===== src/rtl/mod_sched.sv =====
// Two-requester round-robin scheduler driving an external
// repeated-subtraction A mod B datapath.
module mod_sched #(
    parameter int MAX_ITER = 65535,
    parameter int CNT_W    = 16
) (
    input  logic        clk,
    input  logic        reset,
    input  logic        req0,
    input  logic        req1,
    input  logic [31:0] a0,
    input  logic [31:0] b0,
    input  logic [31:0] a1,
    input  logic [31:0] b1,
    output logic [1:0]  gnt,
    output logic        done0,
    output logic        done1,
    output logic [31:0] result,
    output logic        err,
    output logic        busy,
    output logic [31:0] dp_a,
    output logic [31:0] dp_b,
    output logic        dp_reset,
    output logic        dp_subtract_enable,
    input  logic        dp_lt,
    input  logic [31:0] dp_result
);

    typedef enum logic [2:0] {
        IDLE,
        LOAD,
        SUB,
        CAPT,
        RESP
    } state_t;

    localparam logic [CNT_W-1:0] LAST = CNT_W'(MAX_ITER - 1);

    state_t           state;
    logic [CNT_W-1:0] cnt;
    logic             last;
    logic             fail;
    logic             elig0;
    logic             elig1;
    logic             pick1;
    logic [31:0]      sel_a;
    logic [31:0]      sel_b;

    // A requester whose done is showing this cycle is still holding req.
    assign elig0 = req0 & ~done0;
    assign elig1 = req1 & ~done1;
    assign pick1 = elig1 & (~elig0 | ~last);
    assign sel_a = pick1 ? a1 : a0;
    assign sel_b = pick1 ? b1 : b0;

    assign busy               = (state != IDLE);
    assign dp_reset           = (state == LOAD);
    assign dp_subtract_enable = (state == SUB);

    always_ff @(posedge clk or negedge reset) begin
        if (!reset) begin
            state  <= IDLE;
            gnt    <= 2'b00;
            done0  <= 1'b0;
            done1  <= 1'b0;
            result <= 32'd0;
            err    <= 1'b0;
            dp_a   <= 32'd0;
            dp_b   <= 32'd0;
            cnt    <= '0;
            fail   <= 1'b0;
            last   <= 1'b1;
        end else begin
            done0 <= 1'b0;
            done1 <= 1'b0;
            unique case (state)
                IDLE: begin
                    if (elig0 | elig1) begin
                        gnt   <= pick1 ? 2'b10 : 2'b01;
                        last  <= pick1;
                        dp_a  <= sel_a;
                        dp_b  <= sel_b;
                        cnt   <= '0;
                        fail  <= (sel_b == 32'd0);
                        state <= (sel_b == 32'd0) ? RESP : LOAD;
                    end
                end
                LOAD: state <= SUB;
                SUB: begin
                    cnt <= cnt + 1'b1;
                    if (dp_lt) begin
                        state <= CAPT;
                    end else if (cnt == LAST) begin
                        fail  <= 1'b1;
                        state <= RESP;
                    end
                end
                CAPT: state <= RESP;
                RESP: begin
                    result <= fail ? 32'd0 : dp_result;
                    err    <= fail;
                    done0  <= gnt[0];
                    done1  <= gnt[1];
                    gnt    <= 2'b00;
                    state  <= IDLE;
                end
                default: state <= IDLE;
            endcase
        end
    end

endmodule


===== config.mk =====
export PLATFORM = sky130hd
export DESIGN_NAME = mod_sched
export DESIGN_NICKNAME = d
export VERILOG_FILES = /design/src/rtl/mod_sched.sv
export SDC_FILE = /design/constraint.sdc
export NUM_CORES = 1
export LEC_CHECK = 0
export CAP_MARGIN = 40
export CORE_ASPECT_RATIO = 0.6
export CORE_UTILIZATION = 44
export DETAILED_ROUTE_END_ITERATION = 16
export HOLD_SLACK_MARGIN = 0.05
export PLACE_DENSITY = 0.86
export SETUP_SLACK_MARGIN = 0.4
export SYNTH_ARGS = -nofsm -noshare
export SYNTH_HDL_FRONTEND = slang
export SYNTH_SLANG_ARGS = --single-unit

===== constraint.sdc =====
create_clock -name clk -period 3.7 [get_ports clk]
set_clock_uncertainty 0.2 [all_clocks]
set_input_delay 0.74 -clock clk [delete_from_list [all_inputs] [get_ports clk]]
set_output_delay 0.74 -clock clk [all_outputs]
set_load 0.005 [all_outputs]

=== After elaboration in Yosys (flattened, before gate mapping) ===
Index checks and enable logic that the tools add are counted.

* Add/subtract/negate cells: 1
* Multiply operators: 0
* Divide/modulo/power cells: 0
* $lt $le $gt $ge: 0
* Equal/unequal tests: 9
* Shift operators: 0
* Muxes and demuxes: 19
* Bitwise operators: 9
* Reductions and logical operators: 10

{| class="wikitable"
|+ Operators by type and width
! cell !! count
|-
| $mux 32 || 3
|-
| $logic_not 32->1 || 1
|-
| $pmux 16 s2 || 1
|-
| $add 16x1->16 const B || 1
|-
| $eq 16x16->1 const B || 1
|-
| $mux 16 || 1
|-
| $mux 3 || 4
|-
| $pmux 3 s4 || 1
|-
| $reduce_and 2->1 || 4
|-
| $eq 3x2->1 const B || 2
|-
| $mux 1 || 5
|-
| $mux 2 || 2
|-
| $ne 2x2->1 const B || 2
|-
| $not 1->1 || 4
|-
| $pmux 2 s2 || 1
|-
| $reduce_and 4->1 || 1
|-
| $reduce_bool 2->1 || 2
|-
| $and 1x1->1 || 3
|-
| $eq 3x1->1 const B || 1
|-
| $eq 3x3->1 const B || 1
|-
| $logic_not 3->1 || 1
|-
| $ne 3x1->1 const B || 1
|-
| $reduce_bool 3->1 || 1
|-
| $ne 2x1->1 const B || 1
|-
| other kinds (2) || 3
|}

* Bits in registers: 122
* Bits in latches: 0
* Bits in writable memories: 0
* Bits in read-only memories: 0
* Bits of input ports: 165
* Output and inout port bits: 104
* Logic and storage cells: 59
* Memories kept: 0

=== Logic depth before layout (Yosys ltp) ===
Gate-level depths: netlist (run 1).

* Depth in word-level cells: 10
* Mapped depth: 7
* Gate-level depth less buffers: 6

=== Worst setup path before layout (run 1) ===
OpenSTA, ideal clock, no wires.

* Path kind: input-to-reg
* Start point: input port b0[10]
* End point: register state[0]
* Library setup time: 0.118 ns
* Arrival time: 1.913 ns
* Required time: 3.382 ns
* Slack: 1.469 ns
* Stages on the path: 4
* Path buffers: 0
* Cell sequence: or4_1 a211o_1 a32o_1 a21o_1

* Word-level cells in the longest chain between the ends: 5

{| class="wikitable"
|+ RTL lines
! what !! RTL line !! text
|-
| start, declared || 12 || <nowiki>input logic [31:0] b0,</nowiki>
|-
| $mux 32 || 54 || <nowiki>assign sel_b = pick1 ? b1 : b0;</nowiki>
|-
| $logic_not 32->1 || 85 || <nowiki>state <= (sel_b == 32'd0) ? RESP : LOAD;</nowiki>
|-
| $mux 3 || 85 ||
|-
| $mux 3 || 78 || <nowiki>if (elig0 | elig1) begin</nowiki>
|-
| $pmux 3 s4 || 76 || <nowiki>unique case (state)</nowiki>
|-
| end signal, assigned || 85 ||
|-
| end, declared || 39 || <nowiki>state_t state;</nowiki>
|}

Every way passes these cells. The select of a mux whose other input is x is not followed.
A chain may end at the register's enable or synchronous reset.

=== Worst setup path in the final report (run 1) ===
* Start point: register state[2]
* End point: output port dp_subtract_enable

* Word-level cells in the longest chain between the ends: 1

{| class="wikitable"
|+ RTL lines
! what !! RTL line !! text
|-
| $eq 3x2->1 || 58 || <nowiki>assign dp_subtract_enable = (state == SUB);</nowiki>
|-
| end, declared || 24 || <nowiki>output logic dp_subtract_enable,</nowiki>
|}

Every way passes these cells.

==> results of run 1 <==
[layout make-up]
cell class / instances / area (um2) / share of cell area [%]
Multi-Input combinational cell: 471 / 2370 / 26.1
Tap cell: 165 / 206 / 2.27
Clock inverter: 12 / 166 / 1.83
Inverter: 4 / 27.5 / 0.303
Timing Repair Buffer: 281 / 2810 / 30.9
Sequential cell: 122 / 3050 / 33.6
Clock buffer: 20 / 457 / 5.02
[layout by cell type, fill, tap and decap left out, types with 2 or more instances in the layout]
cell type        count
a31oi_1             64
clkdlybuf4s50_1    267
nor2b_1              3
buf_12               2
nor2_1              68
mux2i_1              7
nand3_1             11
clkbuf_16           17
nor3_1               3
clkinv_4             6
bufinv_16            3
o31ai_1              2
nand2_1            180
ha_1                 2
nor4_1              15
o21ai_0             42
nand2b_1            32
and3_1               3
dfrtp_1            121
clkbuf_8             2
or4_1                2
o211ai_1             2
buf_4               11
clkinvlp_4           2
a21oi_1              2
inv_1                3
nand4_1              8
a21o_1               3
and4_1               3
[critical path: cells and delay by family (launching register included)]
family / cells / cell delay (ns)
buffers and inverters: 2 / 0.70
DFF: 1 / 0.44
and+or+nand+nor: 1 / 0.65
[sequential cells by signal, summed over array words and instances, names as in the netlist]
signal,count
dp_a,32
dp_b,32
result,32
cnt,16
state,3
gnt,2
done0,1
done1,1
err,1
fail,1
last,1
[through the flow]
step	util [%]	power (mW)
2_1_floorplan	-	3.45
3_3_place_gp	69.0	5.02
3_5_place_dp	69.1	5.11
4_1_cts	74.2	6.88
5_1_grt	74.2	7.30
6_report	74.2	6.85
[kinds of logic after synthesis]
group,after synthesis
flip-flops,122
multiplexers,7
adder cells (fa/ha/maj),2
AO/OA/AOI/OAI,125
AND/OR/NAND/NOR,337
buffers and inverters,46
[routing by layer]
layer,vias to the layer above,part of all wire (%)
met5,-,0
met4,0,1.8
met3,29,7.9
met2,258,48
met1,2762,43
li1,2725,-
[worst min path at each step]
stage	startpoint	endpoint	slack, ns	cells past startpoint
finish	reset	cnt[1]$_DFFE_PN0P_	0.21	1
global route	reset	dp_b[27]$_DFFE_PN0P_	0.27	1
CTS	reset	dp_a[18]$_DFFE_PN0P_	0.23	1
detailed placement	last$_DFFE_PN1P_	last$_DFFE_PN1P_	0.25	2
global placement	last$_DFFE_PN1P_	last$_DFFE_PN1P_	0.25	2
floorplan	reset	cnt[0]$_DFFE_PN0P_	0.24	0
[report_power, final]
group,internal [mW],switching [mW]
Clock,1.10,0.629
Combinational,1.57,1.28
Sequential,1.93,0.337
==> flow_summary.json, run 1 <==
{
  "synthArstFlopShare_pct": 100,
  "grt_use_met1_pct": 38.0,
  "cp_slowest_cell": "or3b_1",
  "synth_top_family_by_area": "simple AND/OR/NAND/NOR gates",
  "use_met3_pct": 7.47,
  "yosys.area.top_type_share_pct": 53.8,
  "relSlewSlack_pct": 48.0,
  "worst_pin_slew_ns": 0.780,
  "powerDensity_nw_per_um2": 754,
  "io_buffers": 268,
  "ys_seq_elements": 122,
  "grt_pass1_vias": 5521,
  "diodes": 0,
  "period_share_pct": 85.0,
  "synth.most_common_cell": "nand2_1",
  "status": "finished, final reports clean",
  "drt_first_pass_iters": 5,
  "place_inst": 1043,
  "drv_slew": 0,
  "worstPathRequired_ns": 2.76,
  "clk_path_buf_depth": 2,
  "vias_per_cell": 5.37,
  "yosysWarnings": 0,
  "hold_slack_ns": 0.215,
  "yosys-top-cells-count": "nand2_1 (181), dfrtp_1 (121), nor2_1 (68)",
  "synth_fp_nets": 806,
  "rows": 31,
  "yosys.area_share.simple_pct": 26.8,
  "hold_buffers": 0,
  "worstPathMaxFanout": 10,
  "cts_buffers": 17,
  "reg2reg_depth": 5,
  "crit_chain": "or3b_1, clkinv_8, clkdlybuf4s50_1",
  "synth_enable_flop_cells": 0,
  "cts_resized": 0,
  "yosys.area.top_type": "dfrtp_1",
  "die_y_um": 89.6,
  "grt_pass1_wl_um": 29200,
  "grt_start_max_net_pins": 68,
  "end_kind": "output pin",
  "synth_xor_area_share_pct": 0,
  "grt_use_met2_pct": 46.9,
  "tritoncts": "yes",
  "final_cells": 1075,
  "syn_inst": 639,
  "min_path_type": "in -> async",
  "rsz0062_at_grt": "no",
  "clkLatencyLatePin_ns": 0.41,
  "setup_tns_ns": 0,
  "coreArea_um2": 12300,
  "track_usage_pct": 28.9,
  "p_leak_nw": 3.87,
  "syn_area_per_cell_um2": 8.81,
  "gr-max-usage-layer": "met2",
  "seq_area_frac_synth_pct": 54.2,
  "rr_endpoint": "dp_a[28]$_DFFE_PN0P_",
  "cp-start-kind": "register",
  "root_buffer": "clkbuf_16",
  "final_area_um2": 9090,
  "postRouteAntennaNets": 0,
  "synth_area_um2": 5630,
  "cp.arrival_ns": 2.21,
  "wire_per_inst_um": 17.3,
  "path_clk_slew_ns": 0.05,
  "startpoint": "state[2]$_DFFE_PN0P_",
  "clock.fmax_mhz": 318,
  "die_area_um2": 13300,
  "start_util_pct": 45.9,
  "vias": 5774,
  "fp.dieW_um": 148,
  "gp_congestion": 0.865,
  "setup_viol_count_final": 0,
  "cts_max_level": 4,
  "crit_type": "reg -> out",
  "drt_wl_total_um": 18600,
  "drive_gt1_share_pct": 5.71,
  "preCtsSetupSlack_ns": 0.524,
  "synth_compound_area_share_pct": 13.4,
  "hold_viol": 0,
  "io_pins": 269,
  "nets": 1064,
  "irDropWorstVdd_mv": 0.358,
  "antenna_found_initial": 0,
  "cts_sinks": 122,
  "rr_startpoint": "state[2]$_DFFE_PN0P_",
  "area_growth_pct": 61.4,
  "first_iter_violations": 407,
  "synthTopCellsByArea": "dfrtp_1 (54%), nand2_1 (12%), a31oi_1 (7.1%)",
  "overflow": 0,
  "place_area_um2": 8470,
  "worst-r2r-setup-slack_ns": 1.24,
  "post_synth_fa_ha_maj_area_fraction_pct": 0.444,
  "post_cts.repair.setup_buffers": 0,
  "dp.final_hpwl_um": 13200,
  "cp_slowest_stage_delay_ns": 0.65,
  "timing.final.ws_setup_ns": 0.553,
  "cap_violations": 0,
  "min_period_ns": 3.15,
  "drc": 0,
  "synth_cell_type_count": 44,
  "muxShareOfSynthArea_pct": 1.24,
  "fill_cells": 876,
  "synth-main-ff-cell": "dfrtp_1",
  "endpoint": "dp_subtract_enable"
}
No activity file was read; power rests on OpenSTA's default activity.
==> run 2: changes to the inputs <==
--- a/config.mk
+++ b/config.mk
@@ -7,10 +7,10 @@
 export LEC_CHECK = 0
 export CAP_MARGIN = 40
 export CORE_ASPECT_RATIO = 0.6
-export CORE_UTILIZATION = 44
+export CORE_UTILIZATION = 41
 export DETAILED_ROUTE_END_ITERATION = 16
 export HOLD_SLACK_MARGIN = 0.05
-export PLACE_DENSITY = 0.86
+export PLACE_DENSITY = 0.81
 export SETUP_SLACK_MARGIN = 0.4
 export SYNTH_ARGS = -nofsm -noshare
 export SYNTH_HDL_FRONTEND = slang
==> constraint.sdc (replaced) <==
create_clock -name clk -period 3.5 [get_ports clk]
set_clock_uncertainty 0.2 [all_clocks]
set_input_delay 0.7 -clock clk [delete_from_list [all_inputs] [get_ports clk]]
set_output_delay 0.7 -clock clk [all_outputs]
set_load 0.005 [all_outputs]
==> run 2 against run 1 <==
  * Register-to-register slack gained 0.08 ns
  * Count of clock-buffer cells in the layout is 3 lower
  * Die area increased by 7.2%
  * Non-clock buffer count down 2
  * Via count down 3.0%
  * Combinational power grew 5%
  * Final area up 0.55%
  * Critical endpoint unchanged
  * Power grew 5.9%
  * Flip-flop and latch count did not move
  * Final cell count increased by 0.28%
  * Worst hold slack got worse by 0.016 ns
  * First-iteration DRC count is 3.4% lower
==> flow_summary.json, run 2 (synthesized netlist as in run 1, its figures left out) <==
{
  "final_cells": 1078,
  "setup_viol_count_final": 0,
  "p_switching_mw": 2.34,
  "rr_startpoint": "state[2]$_DFFE_PN0P_",
  "post_cts.repair.setup_buffers": 0,
  "nets": 1062,
  "track_usage_pct": 25.4,
  "min_path_type": "in -> async",
  "grt_pass1_wl_um": 28100,
  "end_kind": "output pin",
  "cts_max_level": 4,
  "grt_start_max_net_pins": 91,
  "power_frac_seq_pct": 32.7,
  "final_cell_mix": "clkdlybuf4s50_1 (267), nand2_1 (179), dfrtp_1 (121)",
  "cts_sinks": 122,
  "gp_congestion": 0.787,
  "p_total_mw": 7.25,
  "fp.dieW_um": 153,
  "hold_slack_ns": 0.199,
  "io_buffers": 268,
  "area_growth_pct": 62.3,
  "vias_per_cell": 5.20,
  "cp.arrival_ns": 2.00,
  "period_share_pct": 83.0,
  "rr_endpoint": "cnt[10]$_DFFE_PN0P_",
  "die_y_um": 92.8,
  "clkLatencyLatePin_ns": 0.40,
  "dp.final_hpwl_um": 12700,
  "hold_buffers": 0,
  "grt_pass1_vias": 5458,
  "irDropWorstVdd_mv": 0.437,
  "path_clk_slew_ns": 0.06,
  "p_clk_share_pct": 26.0,
  "drv_slew": 0,
  "io_pins": 269,
  "reg2reg_depth": 5,
  "clock.fmax_mhz": 344,
  "largestRegisters": "dp_a x32, dp_b x32, result x32",
  "die_area_um2": 14200,
  "drive_gt1_share_pct": 5.84,
  "rows": 32,
  "setup_tns_ns": 0,
  "netSwitchingFraction_pct": 32.2,
  "wire_per_inst_um": 16.2,
  "start_util_pct": 42.9,
  "fill_cells": 995,
  "vias": 5602,
  "final_common_cell": "clkdlybuf4s50_1",
  "cp-start-kind": "register",
  "crit_type": "reg -> out",
  "antenna_found_initial": 0,
  "place_inst": 1046,
  "drt_wl_total_um": 17400,
  "hold_viol": 0,
  "worstPathRequired_ns": 2.60,
  "p_leak_nw": 3.89,
  "overflow": 0,
  "tritoncts": "yes",
  "worst-r2r-setup-slack_ns": 1.32,
  "worst_pin_slew_ns": 0.823,
  "first_iter_violations": 393,
  "internal_power_mw": 4.92,
  "root_buffer": "clkbuf_16",
  "cts_buffers": 17,
  "coreArea_um2": 13100,
  "drt_first_pass_iters": 5,
  "cts_resized": 1,
  "drc": 0,
  "postRouteAntennaNets": 0,
  "cap_violations": 0,
  "powerDensity_nw_per_um2": 794,
  "status": "finished, final reports clean",
  "clk_path_buf_depth": 2,
  "rsz0062_at_grt": "no",
  "min_period_ns": 2.90,
  "power_frac_comb_pct": 41.2,
  "worstPathMaxFanout": 10,
  "relSlewSlack_pct": 45.1,
  "diodes": 0
}
[run 2: changes by cell type in the layout (fill, tap and decap cells not counted), sizes merged]
cell | before | now
clkinv | 7 | 6
clkbuf | 20 | 17
inv | 4 | 7
bufinv | 3 | 4
buf | 14 | 12
[run 2: worst max-delay path: stages, from the launching register on]
cell and delay (ns):
dfrtp_1 0.45, or3b_4 0.53, clkinv_8 0.11, clkdlybuf4s50_1 0.51
[run 2: final cells by class]
cell class / instances / area, um2 / area share, %
tap: 170 / 213 / 2.33
sequential: 122 / 3050 / 33.4
clock inverter: 15 / 214 / 2.34
inverter: 4 / 27.5 / 0.301
multi-input combinational: 471 / 2370 / 26.0
timing repair buffer: 279 / 2830 / 31.0
clock buffer: 17 / 425 / 4.65
[run 2: power by group through the flow]
stage | sequential, mW | clock [mW] | combinational [mW]
floorplan | 2.43 | 0 | 1.22
global placement | 2.37 | 0 | 2.94
detailed placement | 2.40 | 0 | 2.99
CTS | 2.38 | 1.92 | 3.01
global route | 2.46 | 1.99 | 3.30
finish | 2.37 | 1.89 | 2.99
[run 2: per-stage QoR]
stage               instance area (um2)  worst slack, ns  util, %
detailed placement                 8500            0.589     64.7
finish                             9140            0.596     69.6
global placement                   8450            0.616     64.3
CTS                                9140            0.581     69.6
global route                       9140            0.527     69.6
floorplan                          5630             1.31        -
[run 2: worst max-delay path by stage]
stage                          from                   end  cells after the start
2_1_floorplan                b0[10]  state[0]$_DFFE_PN0P_                      4
3_3_place_gp                  b0[0]  state[0]$_DFFE_PN0P_                      5
3_5_place_dp                   req1  dp_a[22]$_DFFE_PN0P_                      6
4_1_cts        state[2]$_DFFE_PN0P_    dp_subtract_enable                      3
5_1_grt        state[2]$_DFFE_PN0P_    dp_subtract_enable                      3
6_report       state[2]$_DFFE_PN0P_    dp_subtract_enable                      3
[run 2: per-layer routing]
layer	GRT usage (%)	share of wire [%]
met1	34.5	45
met2	39.6	45
met3	6.13	7.6
met4	9.51	1.8
met5	0	0
